--- src/rtl/uart_rx_fifo.sv ---
// UART receiver with runtime frame format, 3-sample majority voting,
// parity/framing/break detection and a receive FIFO read by valid/ready.
module uart_rx_fifo #(
   parameter int MAX_WIDTH   = 8,
   parameter int SAMPLE_RATE = 16,
   parameter int FIFO_DEPTH  = 8
) (
   input  logic                          clk,
   input  logic                          rst,
   input  logic                          cfg_en,
   input  logic [3:0]                    cfg_data_bits,
   input  logic [1:0]                    cfg_parity,
   input  logic                          cfg_stop_bits,
   input  logic [15:0]                   cfg_clk_div,
   input  logic                          uart_rx,
   output logic [MAX_WIDTH-1:0]          rx_dout,
   output logic                          rx_perr,
   output logic                          rx_ferr,
   output logic                          rx_valid,
   input  logic                          rx_ready,
   output logic [$clog2(FIFO_DEPTH):0]   fifo_count,
   output logic                          overrun,
   input  logic                          overrun_clr,
   output logic                          break_det,
   output logic                          busy
);

   localparam int SW = $clog2(SAMPLE_RATE + 1);
   localparam logic [SW-1:0] S_LO  = SW'(SAMPLE_RATE / 2 - 1);
   localparam logic [SW-1:0] S_MID = SW'(SAMPLE_RATE / 2);
   localparam logic [SW-1:0] S_HI  = SW'(SAMPLE_RATE / 2 + 1);
   localparam logic [SW-1:0] S_END = SW'(SAMPLE_RATE);
   localparam int PW = $clog2(FIFO_DEPTH);
   localparam int CW = PW + 1;
   localparam int EW = MAX_WIDTH + 2;
   localparam logic [3:0] MAXW = 4'(MAX_WIDTH);

   typedef enum logic [2:0] {IDLE, START, DATA, PARITY, STOP, BREAK} state_t;

   state_t                 state;
   logic                   sync1, rx_s, rx_prev;
   logic [15:0]            tick_cnt;
   logic                   tick, active;
   logic [SW-1:0]          samp_cnt, samp_next;
   logic                   at_lo, at_mid, at_hi, at_end;
   logic                   s0, s1, vote;
   logic [3:0]             nbits, bit_idx;
   logic [1:0]             par_mode;
   logic                   two_stop, stop_idx;
   logic [MAX_WIDTH-1:0]   data_sr, data_out;
   logic                   par_acc, perr_reg, ferr_reg, all_zero, first_zero;
   logic [1:0]             ones_cnt;
   logic                   start_edge, last_stop, brk_cond, push;
   logic [EW-1:0]          push_word;

   logic [EW-1:0]          mem [FIFO_DEPTH];
   logic [PW-1:0]          rd_ptr, wr_ptr, rd_n, wr_n;
   logic [CW-1:0]          count_n;
   logic                   pop, full, do_push, drop, bypass, valid_n;
   logic [EW-1:0]          head_n;

   // Two-flop synchroniser plus one delayed copy for falling-edge detection; idle line is high
   always_ff @(posedge clk) begin
      if (!rst) begin
         sync1   <= 1'b1;
         rx_s    <= 1'b1;
         rx_prev <= 1'b1;
      end else begin
         sync1   <= uart_rx;
         rx_s    <= sync1;
         rx_prev <= rx_s;
      end
   end

   // Oversample tick divider, realigned to the start edge so sampling is centred on the bits
   always_ff @(posedge clk) begin
      if (!rst) tick_cnt <= '0;
      else if (start_edge || tick) tick_cnt <= '0;
      else tick_cnt <= tick_cnt + 16'd1;
   end

   // Sample-point decode, majority vote and push/break qualification
   always_comb begin
      tick       = (tick_cnt >= cfg_clk_div);
      samp_next  = samp_cnt + SW'(1);
      active     = (state == START) || (state == DATA) || (state == PARITY) || (state == STOP);
      at_lo      = active && tick && (samp_next == S_LO);
      at_mid     = active && tick && (samp_next == S_MID);
      at_hi      = active && tick && (samp_next == S_HI);
      at_end     = active && tick && (samp_next == S_END);
      vote       = (s0 & s1) | (s0 & rx_s) | (s1 & rx_s);
      start_edge = (state == IDLE) && cfg_en && rx_prev && !rx_s;
      last_stop  = (state == STOP) && (stop_idx == two_stop);
      brk_cond   = all_zero && ((stop_idx == 1'b0) ? !vote : first_zero);
      push       = cfg_en && last_stop && at_hi && !brk_cond;
      data_out   = data_sr >> (MAXW - nbits);
      push_word  = {perr_reg, ferr_reg | !vote, data_out};
   end

   // Receive state machine: frame assembly, error flags, break handling and busy/break_det outputs
   always_ff @(posedge clk) begin
      if (!rst) begin
         state      <= IDLE;
         busy       <= 1'b0;
         break_det  <= 1'b0;
         samp_cnt   <= '0;
         s0         <= 1'b0;
         s1         <= 1'b0;
         nbits      <= 4'd0;
         bit_idx    <= 4'd0;
         par_mode   <= 2'd0;
         two_stop   <= 1'b0;
         stop_idx   <= 1'b0;
         data_sr    <= '0;
         par_acc    <= 1'b0;
         perr_reg   <= 1'b0;
         ferr_reg   <= 1'b0;
         all_zero   <= 1'b0;
         first_zero <= 1'b0;
         ones_cnt   <= 2'd0;
      end else if (!cfg_en) begin
         state     <= IDLE;
         busy      <= 1'b0;
         break_det <= 1'b0;
         samp_cnt  <= '0;
         ones_cnt  <= 2'd0;
      end else begin
         break_det <= 1'b0;
         if (at_lo) s0 <= rx_s;
         if (at_mid) s1 <= rx_s;
         if (active && tick) samp_cnt <= at_end ? '0 : samp_next;
         case (state)
            IDLE: begin
               if (start_edge) begin
                  state      <= START;
                  busy       <= 1'b1;
                  samp_cnt   <= '0;
                  if (cfg_data_bits < 4'd5) nbits <= 4'd5;
                  else if (cfg_data_bits > MAXW) nbits <= MAXW;
                  else nbits <= cfg_data_bits;
                  par_mode   <= cfg_parity;
                  two_stop   <= cfg_stop_bits;
                  bit_idx    <= 4'd0;
                  stop_idx   <= 1'b0;
                  data_sr    <= '0;
                  par_acc    <= 1'b0;
                  perr_reg   <= 1'b0;
                  ferr_reg   <= 1'b0;
                  all_zero   <= 1'b1;
                  first_zero <= 1'b0;
               end
            end
            START: begin
               if (at_hi && vote) begin
                  state <= IDLE;
                  busy  <= 1'b0;
               end else if (at_end) begin
                  state <= DATA;
               end
            end
            DATA: begin
               if (at_hi) begin
                  data_sr <= {vote, data_sr[MAX_WIDTH-1:1]};
                  par_acc <= par_acc ^ vote;
                  if (vote) all_zero <= 1'b0;
               end
               if (at_end) begin
                  if (bit_idx == nbits - 4'd1) begin
                     bit_idx <= 4'd0;
                     state   <= (par_mode == 2'd1 || par_mode == 2'd2) ? PARITY : STOP;
                  end else begin
                     bit_idx <= bit_idx + 4'd1;
                  end
               end
            end
            PARITY: begin
               if (at_hi) begin
                  perr_reg <= (par_mode == 2'd1) ? !(par_acc ^ vote) : (par_acc ^ vote);
                  if (vote) all_zero <= 1'b0;
               end
               if (at_end) state <= STOP;
            end
            STOP: begin
               if (at_hi) begin
                  if (!vote) ferr_reg <= 1'b1;
                  if (stop_idx == 1'b0) first_zero <= !vote;
                  if (last_stop) begin
                     samp_cnt <= '0;
                     if (brk_cond) begin
                        break_det <= 1'b1;
                        state     <= BREAK;
                        ones_cnt  <= 2'd0;
                     end else begin
                        state <= IDLE;
                        busy  <= 1'b0;
                     end
                  end
               end else if (at_end) begin
                  stop_idx <= 1'b1;
               end
            end
            BREAK: begin
               if (tick) begin
                  if (rx_s) begin
                     if (ones_cnt == 2'd2) begin
                        state    <= IDLE;
                        busy     <= 1'b0;
                        ones_cnt <= 2'd0;
                     end else begin
                        ones_cnt <= ones_cnt + 2'd1;
                     end
                  end else begin
                     ones_cnt <= 2'd0;
                  end
               end
            end
            default: begin
               state <= IDLE;
               busy  <= 1'b0;
            end
         endcase
      end
   end

   // FIFO next-state: pop/push arbitration, drop on full, and head lookahead with write bypass
   always_comb begin
      pop     = rx_valid && rx_ready;
      full    = (fifo_count == CW'(FIFO_DEPTH));
      do_push = push && (!full || pop);
      drop    = push && full && !pop;
      count_n = fifo_count + CW'(do_push) - CW'(pop);
      rd_n    = rd_ptr + PW'(pop);
      wr_n    = wr_ptr + PW'(do_push);
      bypass  = do_push && ((fifo_count - CW'(pop)) == '0);
      head_n  = bypass ? push_word : mem[rd_n];
      valid_n = (count_n != '0);
   end

   // FIFO storage array, written only when a push is accepted
   always_ff @(posedge clk) begin
      if (do_push) mem[wr_ptr] <= push_word;
   end

   // FIFO pointers, occupancy, registered head outputs and sticky overrun (set beats clear)
   always_ff @(posedge clk) begin
      if (!rst) begin
         rd_ptr     <= '0;
         wr_ptr     <= '0;
         fifo_count <= '0;
         rx_valid   <= 1'b0;
         rx_dout    <= '0;
         rx_perr    <= 1'b0;
         rx_ferr    <= 1'b0;
         overrun    <= 1'b0;
      end else begin
         rd_ptr     <= rd_n;
         wr_ptr     <= wr_n;
         fifo_count <= count_n;
         rx_valid   <= valid_n;
         if (valid_n) {rx_perr, rx_ferr, rx_dout} <= head_n;
         else {rx_perr, rx_ferr, rx_dout} <= '0;
         if (drop) overrun <= 1'b1;
         else if (overrun_clr) overrun <= 1'b0;
      end
   end

endmodule

--- config.mk ---
export PLATFORM = sky130hd
export DESIGN_NAME = uart_rx_fifo
export DESIGN_NICKNAME = d
export VERILOG_FILES = /design/src/rtl/uart_rx_fifo.sv
export SDC_FILE = /design/constraint.sdc
export NUM_CORES = 1
export LEC_CHECK = 0
export CAP_MARGIN = 40
export CORE_MARGIN = 2
export CORE_UTILIZATION = 30
export CTS_BUF_LIST = sky130_fd_sc_hd__clkbuf_4 sky130_fd_sc_hd__clkbuf_8 sky130_fd_sc_hd__clkbuf_16
export DETAILED_ROUTE_END_ITERATION = 8
export GPL_ROUTABILITY_DRIVEN = 0
export PLACE_DENSITY = 0.49
export SETUP_SLACK_MARGIN = 0.5
export SKIP_LAST_GASP = 1
export SLEW_MARGIN = 10
export SYNTH_ARGS = -nofsm -noshare
export SYNTH_HDL_FRONTEND = slang
export SYNTH_SLANG_ARGS = --single-unit
--- constraint.sdc ---
create_clock -name clk -period 9.89 [get_ports clk]
set_input_delay 0.989 -clock clk [delete_from_list [all_inputs] [get_ports clk]]
set_output_delay 0.989 -clock clk [all_outputs]
set_load 0.02 [all_outputs]
=== After elaboration in Yosys (flattened, before gate mapping) ===
Memories as Yosys holds them, arrays and structs flattened.
Cells that the tools add are included.

* Bits in registers: 80
* Memory bits (writable): 80
* Input port bits: 29
* Output and inout bits: 18
* Word-level logic and storage cells: 217
* Memories: 1

{| class="wikitable"
|+ Memory list
! name !! depth !! bits a word !! rd ports !! clocked after Yosys merged registers in !! wr ports !! RTL line !! source
|-
| mem || 8 || 10 || 1 || 0 || 1 || 56 || <nowiki>logic [EW-1:0] mem [FIFO_DEPTH];</nowiki>
|}

* Add/subtract/negate cells: 11
* Order comparisons: 3
* Eq/ne operators: 35
* Shift-type cells: 1
* Multiplexer cells: 69
* Bitwise operators: 9
* Reduce and logical (&&, ||, !) cells: 58

{| class="wikitable"
|+ Operator list
! operator !! count
|-
| $mux W3 || 13
|-
| $ne A2 B2 Y1 const B || 15
|-
| $mux W1 || 25
|-
| $mux W5 || 5
|-
| $reduce_and A5 Y1 || 5
|-
| $mux W4 || 5
|-
| $logic_and A1 B1 Y1 || 19
|-
| $pmux W3 S6 || 1
|-
| $add A16 B1 Y16 const B || 1
|-
| $ge A16 B16 Y1 || 1
|-
| $mux W8 || 2
|-
| $pmux W8 S2 || 1
|-
| $reduce_and A4 Y1 || 4
|-
| $mux W2 || 6
|-
| $pmux W1 S2 || 6
|-
| $reduce_bool A2 Y1 || 6
|-
| $eq A5 B4 Y1 const B || 2
|-
| $mux W10 || 1
|-
| $pmux W5 S2 || 1
|-
| $reduce_and A10 Y1 || 1
|-
| $reduce_and A9 Y1 || 1
|-
| $ne A2 B1 Y1 const B || 4
|-
| $pmux W4 S2 || 1
|-
| $reduce_and A2 Y1 || 4
|-
| other kinds (35) || 56
|}

=== Longest topological paths before layout ===
Gate-level depths: netlist of run 1.

* Depth after elaboration: 13
* Mapped depth: 19
* Depth with buffers taken out: 18

=== Least setup slack after synthesis of run 1 ===
OpenSTA, ideal clock, no wires.

* Kind: in2reg
* From: in cfg_clk_div[5]
* To: reg rx_dout[0]
* Library setup time: 138 ps
* Arrival time: 4211 ps
* Data required time: 9752 ps
* Setup slack: 5541 ps
* Stages: 19
* Buffers on the path: 1
* Cell sequence: inv_1 ha_1 nand2_1 nor3_1 a21oi_1 o211a_1 nor4b_4 inv_1 ha_1 inv_1 ha_1 inv_1 fa_1 xor2_1 nand2_1 inv_1 a2111oi_0 clkbuf_1 a211oi_1

* Word-level cells in the longest chain between the ends: 10
* Elaborated cells on any way between the ends: 12
* Those cells by class: add/sub (2); order compare (1); mux (1); reduce/logical (8)

{| class="wikitable"
|+ RTL lines
! element !! RTL line !! source
|-
| start, declared || 14 || <nowiki>input logic [15:0] cfg_clk_div,</nowiki>
|-
| $ge A16 B16 Y1 * || 84 || <nowiki>tick = (tick_cnt >= cfg_clk_div);</nowiki>
|-
| $logic_and A1 B1 Y1 * (2 in series) || 89 || <nowiki>at_hi = active && tick && (samp_next == S_HI);</nowiki>
|-
| $logic_and A1 B1 Y1 * (2 in series) || 95 || <nowiki>push = cfg_en && last_stop && at_hi && !brk_cond;</nowiki>
|-
| $logic_and A1 B1 Y1 * || 229 || <nowiki>do_push = push && (!full || pop);</nowiki>
|-
| $add A4 B1 Y4 || 231 || <nowiki>count_n = fifo_count + CW'(do_push) - CW'(pop);</nowiki>
|-
| $sub A4 B1 Y4 || 231 ||
|-
| $reduce_bool A4 Y1 || 236 || <nowiki>valid_n = (count_n != '0);</nowiki>
|-
| $reduce_and A2 Y1 (no source line) || - ||
|-
| end signal, assigned || 260 || <nowiki>if (valid_n) {rx_perr, rx_ferr, rx_dout} <= head_n;</nowiki>
|-
| end, declared || 16 || <nowiki>output logic [MAX_WIDTH-1:0] rx_dout,</nowiki>
|}

Every way passes the cells marked *; elsewhere a longest branch is shown, timed or not.
A chain may end at the register's enable or synchronous reset.

=== Worst setup path after layout of run 1 ===
* From: in cfg_clk_div[5]
* To: reg rx_dout[2]

The elaborated chain is that of the path after synthesis.

==> results of run 1 <==
-- Yosys cell counts (all sizes together), types with 7 or more instances --
cell type	number	share of area (%)
ha	36	5.8
and2	8	0.65
a21oi	31	2.1
xor2	19	2.2
nor2b	7	0.57
mux4	24	7.0
mux2i	20	2.6
nand2	61	3.1
edfxtp	80	31
buf	12	0.78
o21ai	14	0.90
clkbuf	14	0.68
nor3	17	1.2
nor2	75	3.8
nand2b	13	1.1
dfxtp	80	21
a211oi	14	1.4
nand4	17	1.5
nand3	23	1.6
xnor2	19	2.1
inv	41	2.0
-- worst max path at each step --
stage | from | end | cells after the start | slack, ns
2_1_floorplan | cfg_clk_div[5] | rx_dout[0] | 19 | 5.54
3_3_place_gp | cfg_clk_div[2] | rx_dout[6] | 20 | 4.98
3_5_place_dp | cfg_clk_div[2] | rx_dout[2] | 20 | 4.93
4_1_cts | cfg_clk_div[2] | rx_dout[2] | 20 | 5.39
5_1_grt | cfg_clk_div[5] | rx_dout[2] | 20 | 5.17
6_report | cfg_clk_div[5] | rx_dout[2] | 20 | 5.36
-- stage by stage --
stage,hold WS [ns],power [mW],util [%],setup WS [ns]
after floorplan,0.386,0.782,-,5.54
after detailed placement,0.400,0.825,34.3,4.93
final,0.421,1.48,36.8,5.36
after CTS,0.417,1.50,36.8,5.39
after global routing,0.443,1.54,36.8,5.17
after global placement,0.401,0.821,34.0,4.98
-- cell type report --
class	instances	area share, %
clock buffers	17	4.57
clock inverters	15	2.22
inverters	41	1.65
multi-input cells	457	37.6
flip-flops and latches	160	43.0
well taps	330	4.44
repair buffers	60	6.46
-- worst reg2reg max path, delay by kind of cell (launching register included) --
| family | cells | cell delay, ns |
|---|---|---|
| and+or+nand+nor | 4 | 0.91 |
| xor gates and xnor gates | 1 | 0.17 |
| DFF | 1 | 0.40 |
| AOI/OAI and AO/OA | 4 | 0.74 |
| adders and majority gates | 4 | 1.10 |
| buffers and inverters | 5 | 0.50 |
-- cell families after synthesis --
logic type	count (synthesis)	share of synthesized area, %
simple gates	240	15.5
flops	160	51.7
compound gates	96	9.01
buf+inv	67	3.44
mux	45	9.71
xor+xnor	38	4.39
fa+ha+maj	38	6.22
-- power groups by stage --
stage               combinational [mW]  clock, mW  sequential, mW
detailed placement               0.106          0           0.719
global route                     0.116      0.723           0.705
floorplan                       0.0624          0           0.720
CTS                              0.107      0.694           0.704
global placement                 0.102          0           0.719
finish                           0.105      0.673           0.704
-- metal layers --
metal	wire, um	track usage (%)
met1	8060	17.7
met2	8870	23.9
met3	660	2.79
met4	173	4.39
met5	0	0
==> PnR_summary.wiki, run 1 <==
{| class="wikitable"
! Metric !! Value
|-
| Critical path fanouts, max || 11
|-
| Portion of total power attributed to combinational logic || 7.1%
|-
| Setup repair after global routing missed its margin || false
|-
| Wire length of the first global-routing pass || 28.9 mm
|-
| Post-CTS setup-driven buffer insertion count || 0
|-
| Number of nets in the synthesized netlist || 750
|-
| GR Util All Layers || 14.0%
|-
| Max stage delay on crit path || 0.46 ns
|-
| Finished Layout Cells || 1080
|-
| Starting Density || 30.7%
|-
| Register area share after synthesis || 51.7%
|-
| Cell count after synthesis || 684
|-
| Category of the most critical setup path || input pin to flip-flop
|-
| Post-placement cell count || 1048
|-
| Clock sink count || 160
|-
| Number of gates resized after cts || 0
|-
| Bufs on Longest Clock Path || 2
|-
| Residual DRC count || 0
|-
| Clock latency of the later-clocked register in the worst-skew pair || 0.43 ns
|-
| Worst Hold Path EP || rx_s
|-
| Result of the run || finished clean
|-
| Most frequent cells in the layout || dfxtp_1 (80), edfxtp_1 (80), nor2_1 (73), nand2_1 (60), clkdlybuf4s50_1 (46)
|-
| DIE HEIGHT || 165 um
|-
| CTS H-Tree Depth || 4
|-
| Overall via count from detail_route || 5314
|-
| Ratio of routed vias to standard cells || 4.92
|-
| Hold buffer count at CTS || 0
|-
| Largest net degree at the start of global routing || 29
|-
| Floorplan die area || 27100 um2
|-
| Maximum clock frequency || 221 MHz
|-
| Number of port buffers || 46
|-
| HP Class || flip-flop to flip-flop
|-
| Std-Cell Rows || 58
|-
| Area of the multi-input gates || 3500 um2
|-
| Fin area || 9300 um2
|-
| Global route total overflow || 0
|-
| Yosys reg bits || 160
|-
| Time the final worst path needs with I/O delays and setup || 4.53 ns
|-
| Biggest registers after layout || mem x80, tick_cnt x16
|-
| Worst VDD drop || 0.000112 V
|-
| Average cell area after synthesis || 11.3 um2
|-
| Switching Fraction || 26.3%
|-
| Post-route clock skew || 0.0147 ns
|-
| Count of inserted antenna diode cells || 0
|-
| Layout overhead on the synthesized area || 20.1%
|-
| Wire length per cell || 16.4 um
|-
| Family with the most delay on the worst path || compound AO/OA/AOI/OAI gates
|-
| Internal power contribution || 1.09 mW
|-
| Flip-flop count of the largest register, all copies and words added || 80
|-
| Detailed Route WL || 17.8 mm
|-
| Leakage component of the power || 3.30 nW
|-
| R2R Path Start || samp_cnt[0]
|-
| Required @ worst endpoint || 10.17 ns
|-
| Number of top-level design ports || 47
|-
| Count of maximum capacitance violations || 0
|-
| Final-layout setup total negative slack || 0 ns
|-
| Final setup violation count || 0
|-
| Flop pwr share || 47.5%
|-
| Pwr/cell area || 159 nW/um2
|-
| Clock power frac || 45.4%
|-
| Clock slew at the register clock pins of the worst setup and hold paths || 0.08 ns
|-
| Placed cell areas || 8670 um2
|-
| Inserted Clock Buffers || 17
|-
| Netlist area before placement || 7740 um2
|-
| Number of antenna violations at the first check in global routing || 0
|-
| Post-DP HPWL || 12.6 mm
|-
| Proportion of layout cells with a drive suffix above 1 || 13.1%
|-
| Number of design-rule violations left by the first detailed-router iteration || 296
|-
| Endpoint of the worst-slack reg-to-reg timing path || rx_dout[2]
|-
| Clock tree from TritonCTS || built
|-
| Worst Hold Depth || 1
|-
| Root Buffer Master || clkbuf_16
|-
| Layout net count || 803
|-
| Buffers plus inverters on the worst setup path || 7
|-
| TritonRoute pass-1 iters || 4
|-
| Cell variety after synth || 73
|-
| Die width || 165 um
|-
| Launch instance of the worst min-delay path || sync1
|-
| Max-slew headroom at the worst pin || 39.9%
|-
| Top FF cell, synth || edfxtp_1
|-
| Slew of the pin with the lowest slew margin || 0.894 ns
|-
| Remaining antenna violation count after routing || 0
|-
| Syn. warnings || 0
|-
| Critical path endpoint category || flip-flop
|-
| Slew Viols, Final || 0
|-
| Biggest register || mem
|-
| Reg2reg setup slack || 5.90 ns
|-
| Share of synthesized flip-flops with an asynchronous set or reset || 0%
|-
| Crit path top cell by count || inv_1
|-
| Number of enable-type register cells in the synthesized netlist || 80
|-
| Filler cell count in the final layout || 2467
|-
| Placeable core region || 25300 um2
|-
| Total net switching power || 0.389 mW
|-
| Cell-by-cell trace of the critical path || clkdlybuf4s50_1, inv_1, ha_1, a21oi_1, o21ai_0, a21oi_1, o211a_1, nor4b_4, inv_1, ha_1, inv_1, ha_1, inv_1, fa_1, xor2_1, nand2_1, inv_1, a2111oi_2, buf_4, a211oi_1
|-
| Final cycle utilization of the critical path || 45.8%
|-
| CP startpoint kind || input pin
|-
| Vias in the first global route || 5493
|-
| Final number of hold-violating endpoints || 0
|-
| Data arrival time of the critical path || 4.81 ns
|-
| Area occupied by registers || 4000 um2
|-
| Slowest cell on the critical path || clkdlybuf4s50_1
|-
| Register-to-Register Path Depth || 18
|}
Power figures use the tool's default switching activity.
==> inputs of run 2 (changes only) <==
- clock period: 9.89 -> 4.7 ns (I/O delays scaled with it)
==> run 2 against run 1 <==
Net effect: sequential cell count stayed put; hold slack worse by 0.015 ns; wire length is 1.5% lower; worst setup slack worse by 4.6 ns; critical endpoint is now rx_dout[0].
==> PnR_summary.wiki, run 2 (same netlist as run 1, synthesis figures left out) <==
{| class="wikitable"
! Metric !! Value
|-
| Result of the run || finished clean
|-
| Final number of hold-violating endpoints || 0 (unchanged)
|-
| Overall via count from detail_route || 5312 (-0.038%)
|-
| Number of antenna violations at the first check in global routing || 0 (unchanged)
|-
| Global route total overflow || 0 (unchanged)
|-
| Layout net count || 809 (+0.75%)
|-
| Final-layout setup total negative slack || 0 ns (unchanged)
|-
| R2R Path Start || samp_cnt[0]
|-
| Worst Hold Path EP || rx_s
|-
| Die width || 165 um (unchanged)
|-
| Setup repair after global routing missed its margin || false
|-
| Clock tree from TritonCTS || built
|-
| Post-DP HPWL || 12.5 mm (-0.49%)
|-
| Endpoint of the worst-slack reg-to-reg timing path || rx_dout[0]
|-
| Worst VDD drop || 0.000219 V (+97%)
|-
| Largest net degree at the start of global routing || 29 (unchanged)
|-
| Clock sink count || 160 (unchanged)
|-
| Hold slack final || 0.406 ns (-0.0148 ns)
|-
| Number of design-rule violations left by the first detailed-router iteration || 304 (+2.7%)
|-
| Starting Density || 30.7% (unchanged)
|-
| Slew of the pin with the lowest slew margin || 0.884 ns (-0.0106 ns)
|-
| Root Buffer Master || clkbuf_16
|-
| Ratio of routed vias to standard cells || 4.89 (-0.59%)
|-
| Worst Hold Depth || 1 (unchanged)
|-
| Flip-flop count of the largest register, all copies and words added || 80 (unchanged)
|-
| Biggest register || mem
|-
| Count of inserted antenna diode cells || 0 (unchanged)
|-
| Maximum clock frequency || 254 MHz
|-
| Remaining antenna violation count after routing || 0 (unchanged)
|-
| TritonRoute pass-1 iters || 5 (+1)
|-
| Bufs on Longest Clock Path || 2 (unchanged)
|-
| Critical path endpoint category || flip-flop
|-
| Critical path fanouts, max || 11 (unchanged)
|-
| Clock latency of the later-clocked register in the worst-skew pair || 0.42 ns (about the same)
|-
| Vias in the first global route || 5353 (-2.5%)
|-
| Most frequent cells in the layout || dfxtp_1 (80), edfxtp_1 (80), nor2_1 (73), nand2_1 (60), clkdlybuf4s50_1 (46)
|-
| Register-to-Register Path Depth || 18 (unchanged)
|-
| Placeable core region || 25300 um2 (unchanged)
|-
| Post-route clock skew || 0.0142 ns (-0.000573 ns)
|-
| Detailed Route WL || 17.5 mm (-1.5%)
|-
| Time the final worst path needs with I/O delays and setup || 3.94 ns
|-
| Floorplan die area || 27100 um2 (unchanged)
|-
| GR Util All Layers || 13.6% (-0.35 points)
|-
| Required @ worst endpoint || 4.97 ns (-5.20 ns)
|-
| CP startpoint kind || input pin
|-
| Number of top-level design ports || 47 (unchanged)
|-
| Slew Viols, Final || 0 (unchanged)
|-
| Count of maximum capacitance violations || 0 (unchanged)
|-
| Leakage component of the power || 3.31 nW (+0.47%)
|-
| Wire length of the first global-routing pass || 28.2 mm (-2.6%)
|-
| Number of port buffers || 46 (unchanged)
|-
| Biggest registers after layout || mem x80, tick_cnt x16
|-
| Clock slew at the register clock pins of the worst setup and hold paths || 0.08 ns (about the same)
|-
| Final setup violation count || 0 (unchanged)
|-
| CTS H-Tree Depth || 4 (unchanged)
|-
| Wire length per cell || 16.1 um (-2.0%)
|-
| Inserted Clock Buffers || 17 (unchanged)
|-
| Layout overhead on the synthesized area || 20.3%
|-
| Hold buffer count at CTS || 0 (unchanged)
|-
| Max-slew headroom at the worst pin || 41.0% (+1.1 points)
|-
| DIE HEIGHT || 165 um (unchanged)
|-
| Proportion of layout cells with a drive suffix above 1 || 13.6% (+0.56 points)
|-
| Final cycle utilization of the critical path || 83.9%
|-
| Residual DRC count || 0 (unchanged)
|-
| Data arrival time of the critical path || 4.22 ns (-0.59 ns)
|-
| Reg2reg setup slack || 0.88 ns (-5.02 ns)
|-
| Category of the most critical setup path || input pin to flip-flop
|-
| HP Class || flip-flop to flip-flop
|-
| Launch instance of the worst min-delay path || sync1
|-
| Pwr/cell area || 334 nW/um2 (+110%)
|-
| Std-Cell Rows || 58 (unchanged)
|}
## run 2: cell types whose count changed in the layout (fill, tap and decap cells not counted), sizes merged
cell / change
clkinv: -1
buf: +6
inv: +1
## run 2: stage by stage
| stage | instances | utilization [%] | cell area (um2) | setup slack (ns) | total power [mW] |
|---|---|---|---|---|---|
| floorplan | 684 | - | 7740 | 0.870 | 1.65 |
| global placement | 1049 | 34.2 | 8630 | 0.305 | 1.73 |
| detailed placement | 1052 | 34.3 | 8670 | 0.240 | 1.74 |
| CTS | 1084 | 36.8 | 9290 | 0.706 | 3.15 |
| global route | 1086 | 36.9 | 9320 | 0.504 | 3.23 |
| finish | 1086 | 36.9 | 9320 | 0.755 | 3.11 |
## run 2: worst max-delay path, cell delays in order
cell and delay (ns):
clkdlybuf4s50_1 0.46, inv_1 0.04, ha_1 0.28, nand2_1 0.05, o21ai_0 0.23, a21oi_2 0.13, o211a_1 0.32, nor4b_4 0.34
inv_1 0.08, ha_1 0.27, inv_1 0.06, ha_1 0.15, inv_1 0.05, fa_1 0.37, xor2_1 0.17, nand2_1 0.07
inv_1 0.06, a2111oi_2 0.32, buf_4 0.26, a211oi_1 0.06
## run 2: repair_timing
action	CTS	global route
gates resized for setup	0	2
setup buffers	0	1
setup endpoints to repair	0	11
## run 2: final cells by class
cell class / count / area [um2]
fill: 2447 / 15900
inverter: 41 / 154
clock inverter: 15 / 199
clock buffer: 17 / 425
tap: 330 / 413
multi-input combinational: 457 / 3500
sequential: 160 / 4000
timing repair buffer: 66 / 623
## run 2: worst max-delay path by stage
stage / endpoint / startpoint
CTS: rx_dout[0] / cfg_clk_div[2]
detailed placement: rx_dout[5] / cfg_clk_div[2]
global route: rx_dout[0] / cfg_clk_div[2]
finish: rx_dout[0] / cfg_clk_div[2]
global placement: rx_dout[7] / cfg_clk_div[2]
floorplan: rx_dout[0] / cfg_clk_div[5]
## run 2: report_power, final
part / switching, mW / internal, mW / total, mW
logic: 0.121 / 0.101 / 0.222
clock network: 0.672 / 0.731 / 1.40
registers: 0.0151 / 1.47 / 1.48
## run 2: metal layers
metal	routed length (um)	share of wire (%)	GRT usage, %
met5	0	0	0
met4	289	1.7	4.90
met3	641	3.7	2.96
met2	8560	49	23.1
met1	8010	46	17.1
